===== src/rtl/dsp_mac_sequencer.sv =====
// Job-level controller for the fractured DSP MAC slice: buffers a job's operand
// pairs, issues them back-to-back so mac chaining is unbroken, and returns the result.
module dsp_mac_sequencer #(
    parameter int WIDTH         = 33,
    parameter int SHIFT_BITS    = 2,
    parameter int PIPELINE_BITS = 3,
    parameter int DEPTH         = 8,
    parameter int CNT_BITS      = 4
) (
    input  logic                     clk,
    input  logic                     rst,
    input  logic                     cfg_valid,
    output logic                     cfg_ready,
    input  logic [1:0]               cfg_mode,
    input  logic [CNT_BITS-1:0]      cfg_len,
    input  logic [2*WIDTH-1:0]       cfg_cc,
    input  logic [SHIFT_BITS-1:0]    cfg_shift_amount,
    input  logic                     cfg_shift_dir,
    input  logic [PIPELINE_BITS-1:0] cfg_pipe,
    input  logic                     op_valid,
    output logic                     op_ready,
    input  logic [WIDTH-1:0]         op_a,
    input  logic [WIDTH-1:0]         op_b,
    output logic                     res_valid,
    input  logic                     res_ready,
    output logic [2*WIDTH-1:0]       res_data,
    output logic                     busy,
    output logic                     dsp_start,
    output logic                     dsp_mac,
    output logic [1:0]               dsp_mode,
    output logic [SHIFT_BITS-1:0]    dsp_shift_amount,
    output logic                     dsp_shift_dir,
    output logic [PIPELINE_BITS-1:0] dsp_pipe_stages,
    output logic [WIDTH-1:0]         dsp_aa,
    output logic [WIDTH-1:0]         dsp_bb,
    output logic [2*WIDTH-1:0]       dsp_cc,
    input  logic [2*WIDTH-1:0]       dsp_out
);
    localparam int AW = (DEPTH > 1) ? $clog2(DEPTH) : 1;

    typedef enum logic [2:0] {IDLE, LOAD, SETUP, ISSUE, DRAIN, DONE} state_t;

    typedef struct packed {
        logic [1:0]               mode;
        logic [CNT_BITS-1:0]      len;
        logic [2*WIDTH-1:0]       cc;
        logic [SHIFT_BITS-1:0]    shamt;
        logic                     dir;
        logic [PIPELINE_BITS-1:0] pipe;
    } job_t;

    state_t                   state, state_nx;
    job_t                     job;
    logic [2*WIDTH-1:0]       buf_mem [DEPTH];
    logic [CNT_BITS-1:0]      wr_ptr, idx, len_m1, len_c;
    logic [PIPELINE_BITS-1:0] drain_cnt, pipe_c;
    logic [2*WIDTH-1:0]       res_q;
    logic                     capture, issue_last;

    always_comb begin
        len_c = cfg_len;
        if (cfg_len == '0)
            len_c = CNT_BITS'(1);
        else if (cfg_len > CNT_BITS'(DEPTH))
            len_c = CNT_BITS'(DEPTH);
        pipe_c = cfg_pipe;
        if (cfg_pipe > PIPELINE_BITS'(PIPELINE_BITS))
            pipe_c = PIPELINE_BITS'(PIPELINE_BITS);
    end

    assign len_m1     = job.len - CNT_BITS'(1);
    assign issue_last = (idx == len_m1);

    always_ff @(posedge clk) begin
        if (rst) state <= IDLE;
        else     state <= state_nx;
    end

    always_comb begin
        state_nx  = state;
        cfg_ready = 1'b0;
        op_ready  = 1'b0;
        res_valid = 1'b0;
        dsp_start = 1'b0;
        dsp_mac   = 1'b0;
        capture   = 1'b0;
        case (state)
            IDLE: begin
                cfg_ready = !rst;
                if (cfg_valid) state_nx = LOAD;
            end
            LOAD: begin
                op_ready = 1'b1;
                if (op_valid && wr_ptr == len_m1) state_nx = SETUP;
            end
            // One quiet cycle so the DSP sees mac_prev=0 on the first issue.
            SETUP: state_nx = ISSUE;
            ISSUE: begin
                dsp_start = 1'b1;
                dsp_mac   = 1'b1;
                if (issue_last) begin
                    if (job.pipe == '0) begin
                        capture  = 1'b1;
                        state_nx = DONE;
                    end else begin
                        state_nx = DRAIN;
                    end
                end
            end
            DRAIN: begin
                if (drain_cnt == PIPELINE_BITS'(1)) begin
                    capture  = 1'b1;
                    state_nx = DONE;
                end
            end
            DONE: begin
                res_valid = 1'b1;
                if (res_ready) state_nx = IDLE;
            end
            default: state_nx = IDLE;
        endcase
    end

    always_ff @(posedge clk) begin
        if (op_valid && op_ready)
            buf_mem[wr_ptr[AW-1:0]] <= {op_a, op_b};
    end

    always_ff @(posedge clk) begin
        if (rst) begin
            job       <= '0;
            wr_ptr    <= '0;
            idx       <= '0;
            drain_cnt <= '0;
            res_q     <= '0;
        end else begin
            if (cfg_valid && cfg_ready) begin
                job.mode  <= cfg_mode;
                job.len   <= len_c;
                job.cc    <= cfg_cc;
                job.shamt <= cfg_shift_amount;
                job.dir   <= cfg_shift_dir;
                job.pipe  <= pipe_c;
                wr_ptr    <= '0;
                idx       <= '0;
            end
            if (op_valid && op_ready)
                wr_ptr <= wr_ptr + CNT_BITS'(1);
            if (state == ISSUE) begin
                idx <= idx + CNT_BITS'(1);
                if (issue_last) drain_cnt <= job.pipe;
            end
            if (state == DRAIN)
                drain_cnt <= drain_cnt - PIPELINE_BITS'(1);
            if (capture)
                res_q <= dsp_out;
        end
    end

    assign {dsp_aa, dsp_bb}  = (state == ISSUE) ? buf_mem[idx[AW-1:0]] : '0;
    assign dsp_mode          = job.mode;
    assign dsp_cc            = job.cc;
    assign dsp_shift_amount  = job.shamt;
    assign dsp_shift_dir     = job.dir;
    assign dsp_pipe_stages   = job.pipe;
    assign res_data          = res_q;
    assign busy              = (state != IDLE);

endmodule


===== config.mk =====
export PLATFORM = sky130hd
export DESIGN_NAME = dsp_mac_sequencer
export DESIGN_NICKNAME = d
export VERILOG_FILES = /design/src/rtl/dsp_mac_sequencer.sv
export SDC_FILE = /design/constraint.sdc
export NUM_CORES = 1
export LEC_CHECK = 0
export CORE_ASPECT_RATIO = 1.4
export CORE_MARGIN = 1
export CORE_UTILIZATION = 56
export CTS_BUF_LIST = sky130_fd_sc_hd__clkbuf_8
export DETAILED_ROUTE_END_ITERATION = 16
export PLACE_DENSITY = 0.83
export SETUP_SLACK_MARGIN = 0.02
export SLEW_MARGIN = 20
export SYNTH_ARGS = -nofsm -noshare
export SYNTH_HDL_FRONTEND = slang
export SYNTH_SLANG_ARGS = --single-unit
export TNS_END_PERCENT = 30

===== constraint.sdc =====
create_clock -name clk -period 10.4 [get_ports clk]
set_clock_uncertainty 0.15 [all_clocks]
set_input_delay 3.12 -clock clk [delete_from_list [all_inputs] [get_ports clk]]
set_output_delay 3.12 -clock clk [all_outputs]
set_load 0.005 [all_outputs]

==> results_tabular.tex <==
\begin{tabular}{lr}
\hline
Metric & Value \\
\hline
\multicolumn{2}{l}{\textbf{STA}} \\
Worst slew slack as a fraction of its limit & 26.35\% \\
Pin slew with the least headroom to its limit & 1.105 ns \\
Unrepaired setup endpoints after global routing & no \\
Minimum period implied by the final worst setup slack & 7.443 ns \\
Upper clock frequency limit & 0.1344 GHz \\
Setup TNS after final layout & 0 ns \\
Final count of hold timing violations & 0 \\
Final Slew Violations & 0 \\
Count of endpoints failing setup in the final report & 0 \\
Period utilization & 71.57\% \\
\multicolumn{2}{l}{\textbf{Cells and area}} \\
Area growth syn-to-layout & 22.84\% \\
Share of post-route cells with drive strength above 1 & 14.94\% \\
Layout Cell Area excl Fill & 33580 um2 \\
Layout filler cell count & approximately 3100 \\
Area of the multi-input gates & between 7000 and 8000 um2 \\
Total area of sequential cells & 19090 um2 \\
Final nets & 2264 \\
\multicolumn{2}{l}{\textbf{Global routing}} \\
Global route overflow & 0 \\
Global-route wire length before repair & 94.79 mm \\
Total global-route track usage & 25.78\% \\
Number of global-route vias before repair & around 16000 \\
Number of antenna violations at the first check in global routing & 3 \\
Pin count of the biggest net entering global routing & 116 \\
\multicolumn{2}{l}{\textbf{Clock tree}} \\
TritonCTS Sinks & 689 \\
Clock tree root buffer cell & sky130\_fd\_sc\_hd\_\_clkbuf\_8 \\
CTS H-tree lvls & 3 \\
CTS tree & yes \\
Post-CTS Hold Buffers & 0 \\
Latest clock arrival within the worst-skew pair & 0.68 ns \\
Number of buffers on the longest clock path & 3 \\
Number of buffers inserted to repair setup after CTS & 0 \\
CTS buffer count & 99 \\
Post-cts gate resize count & 0 \\
Reg clk slew, reported paths & 0.06 ns \\
\multicolumn{2}{l}{\textbf{Power and ir drop}} \\
Power density over cell area & 165.9 nW/um2 \\
Largest vdd supply drop & 0.1984 mV \\
Clock network fraction of total power & 37.2\% \\
Net switching power of the design & 1229 uW \\
Fraction of power spent switching nets & 22.07\% \\
Relative contribution of sequential cells to total power & 54.9\% \\
Leakage power & $\sim$0.012 uW \\
Int Power & 4341 uW \\
Combinational group share of total power & roughly 8.0\% \\
\multicolumn{2}{l}{\textbf{Synth}} \\
Cell Area, Synth & roughly 27000 um2 \\
Instance count of the mapped netlist & 1664 \\
Most common flop cell mapped by yosys & sky130\_fd\_sc\_hd\_\_edfxtp\_1 \\
Cell with the most instances after synthesis & sky130\_fd\_sc\_hd\_\_edfxtp\_1 \\
Register area share after synthesis & between 60 and 70\% \\
Post-synthesis sequential element count & 689 \\
Asr flop ratio synth & 0\% \\
Synth area leader & sky130\_fd\_sc\_hd\_\_edfxtp\_1 \\
Number of distinct library cells after synthesis & 46 \\
Post-synthesis net count & 1884 \\
YS warnings & 0 \\
Top cells by area, synth & sky130\_fd\_sc\_hd\_\_edfxtp\_1 58\%, sky130\_fd\_sc\_hd\_\_dfxtp\_1 12\%, sky130\_fd\_sc\_hd\_\_mux4\_2 11\% \\
Syn\_area\_per\_cell & 16.43 um2 \\
Number of enable flip-flop cells after synthesis & around 530 \\
Most common library cells after synthesis & 528 x sky130\_fd\_sc\_hd\_\_edfxtp\_1, 161 x sky130\_fd\_sc\_hd\_\_dfxtp\_1, 158 x sky130\_fd\_sc\_hd\_\_nand2\_1, 136 x sky130\_fd\_sc\_hd\_\_nand2b\_1, 134 x sky130\_fd\_sc\_hd\_\_mux2i\_1 \\
Proportion of netlist area held by the largest area contributor & $\sim$58\% \\
\multicolumn{2}{l}{\textbf{Worst setup path}} \\
Category of the worst setup path launch point & input pin \\
Critical Path Sink Type & output port \\
Arrival time worst endpoint & 4.17 ns \\
Crit path max fanout & 5 \\
Worst path required time & 7.13 ns \\
Critical setup path kind & input pin to output port \\
\multicolumn{2}{l}{\textbf{Placed design}} \\
Count of input and output buffers & 426 \\
Placed Area & 31630 um2 \\
Estimated wirelength of the detail-placed design & about 39 mm \\
Placer congestion estimate & 0.8706 \\
\multicolumn{2}{l}{\textbf{Detailed routing}} \\
1st-pass router iterations & 5 \\
Vias & 15500 \\
Routed length on met1 & 22.98 mm \\
Detailed-route wire length per cell & 23.30 um \\
Final routed wirelength across all metal layers & 64.14 mm \\
\# DRC & 0 \\
Detailed router's first-iteration violation count & between 900 and 1000 \\
Top routing layer in use & met5 \\
Met3 Wirelength & 6.395 mm \\
Post-detailed-route count of antenna-violating nets & 0 \\
Via density per instance & roughly 5.6 \\
Amount of wire on met2 after detailed routing & 32.92 mm \\
\multicolumn{2}{l}{\textbf{Worst hold path}} \\
Worst min-delay path class & flop to flop \\
\multicolumn{2}{l}{\textbf{Run status}} \\
Outcome & complete, no violations \\
\multicolumn{2}{l}{\textbf{Floorplan}} \\
Top Ports & roughly 430 \\
Die extent in x & 188.7 um \\
Die height & 263.4 um \\
Area of the core region & 48140 um2 \\
Die outline area & 49710 um2 \\
Row cnt & 95 \\
Initial core utilization & 56.78\% \\
\multicolumn{2}{l}{\textbf{Flow run}} \\
Count of maximum capacitance violations & 0 \\
\hline
\end{tabular}
## power by group through the flow
| stage | logic, uW | registers (uW) | clock network [uW] |
|---|---|---|---|
| 2_1_floorplan | 248 | 3100 | 0 |
| 3_3_place_gp | 429 | 3110 | 0 |
| 3_5_place_dp | 442 | 3120 | 0 |
| 4_1_cts | 446 | 3060 | 2110 |
| 5_1_grt | 476 | 3060 | 2220 |
| 6_report | 443 | 3060 | 2070 |
## worst max-delay path: stages
cell and delay (ns):
sky130_fd_sc_hd__buf_4 0.15, sky130_fd_sc_hd__nor4_2 0.29, sky130_fd_sc_hd__clkdlybuf4s50_1 0.60
## through the flow
step                util, %  setup WS, ns  instances  hold WS (ns)  power, uW
floorplan                 -         1.657       1664        0.2998       3351
global placement      65.70         2.980       2572        0.3092       3540
detailed placement    65.70         2.953       2572        0.3153       3558
CTS                   69.70         2.953       2751        0.3259       5614
global route          69.75         2.930       2753        0.3400       5761
finish                69.75         2.957       2753        0.3265       5570
## state kept, by name (all words and copies together), names as in the netlist, named ones only
name              flops
buf_mem             528
drain_cnt             3
dsp_cc               66
dsp_mode              2
dsp_pipe_stages       3
dsp_shift_amount      2
dsp_shift_dir         1
idx                   4
job                   4
res_data             66
state                 3
wr_ptr                4
## cells in the final DEF, fill, tap and decap left out, types with 2 or more instances in the layout
cell type                         netlist  routed
sky130_fd_sc_hd__edfxtp_1             528     528
sky130_fd_sc_hd__clkdlybuf4s50_1        0     425
sky130_fd_sc_hd__dfxtp_1              161     158
sky130_fd_sc_hd__nand2_1              158     157
sky130_fd_sc_hd__nand2b_1             136     136
sky130_fd_sc_hd__mux2i_1              134     134
sky130_fd_sc_hd__mux4_2               132     132
sky130_fd_sc_hd__clkbuf_8               0     113
sky130_fd_sc_hd__nor2_1                89      83
sky130_fd_sc_hd__nand3b_1              75      75
sky130_fd_sc_hd__inv_1                  5      28
sky130_fd_sc_hd__buf_4                 76      25
sky130_fd_sc_hd__clkinv_1               1      23
sky130_fd_sc_hd__clkinv_2               0      12
sky130_fd_sc_hd__nor3_1                13      11
sky130_fd_sc_hd__a21oi_1               11      11
sky130_fd_sc_hd__nor2_4                 0       6
sky130_fd_sc_hd__nand3_1                5       5
sky130_fd_sc_hd__xor2_1                 5       5
sky130_fd_sc_hd__xnor2_1                5       5
sky130_fd_sc_hd__ha_1                   5       5
sky130_fd_sc_hd__nor3_2                 1       3
sky130_fd_sc_hd__nor2b_1                3       3
sky130_fd_sc_hd__dfxtp_4                0       3
sky130_fd_sc_hd__bufinv_16              0       3
sky130_fd_sc_hd__clkinvlp_4             0       3
sky130_fd_sc_hd__nor3b_1                2       2
sky130_fd_sc_hd__or3_1                  2       2
sky130_fd_sc_hd__xnor2_2                2       2
sky130_fd_sc_hd__inv_8                  0       2
## final timing paths
kind                   start            end  slack [ns]  cells after the start
setup / recovery         rst      cfg_ready        2.96                      3
hold / removal    dsp_cc[15]     dsp_cc[15]        0.33                      2
setup reg to reg    state[0]  buf_mem[2][7]        6.59                      5
hold reg to reg   dsp_cc[15]     dsp_cc[15]        0.33                      2
## cell families (layout without fill, tap and decap cells)
logic type,after synthesis,count (layout),share of synthesized area (%)
and+or+nand+nor,492,492,9.421
buffers and inverters,178,636,3.763
DFF,689,689,69.80
muxes,267,267,15.82
adders and majority gates,5,5,0.2289
xor gates and xnor gates,13,13,0.4989
AOI/OAI and AO/OA,20,20,0.4670
other,0,1,0
## cell type report
class | instances | area share, %
sequential | 689 | 56.85
multi-input combinational | 797 | 21.70
timing repair buffer | 451 | 13.29
clock buffer | 113 | 4.632
tap | 630 | 2.348
clock inverter | 66 | 1.103
inverter | 6 | 0.06707
antenna | 1 | 0.007453
## layer usage
metal | track usage (%) | vias up
met1 | 29.32 | 7816
met3 | 9.172 | 100
met5 | 0 | -
met2 | 44.02 | 687
li1 | - | 6889
met4 | 10.46 | 4
Note: power is estimated with default switching activity, not from simulation.
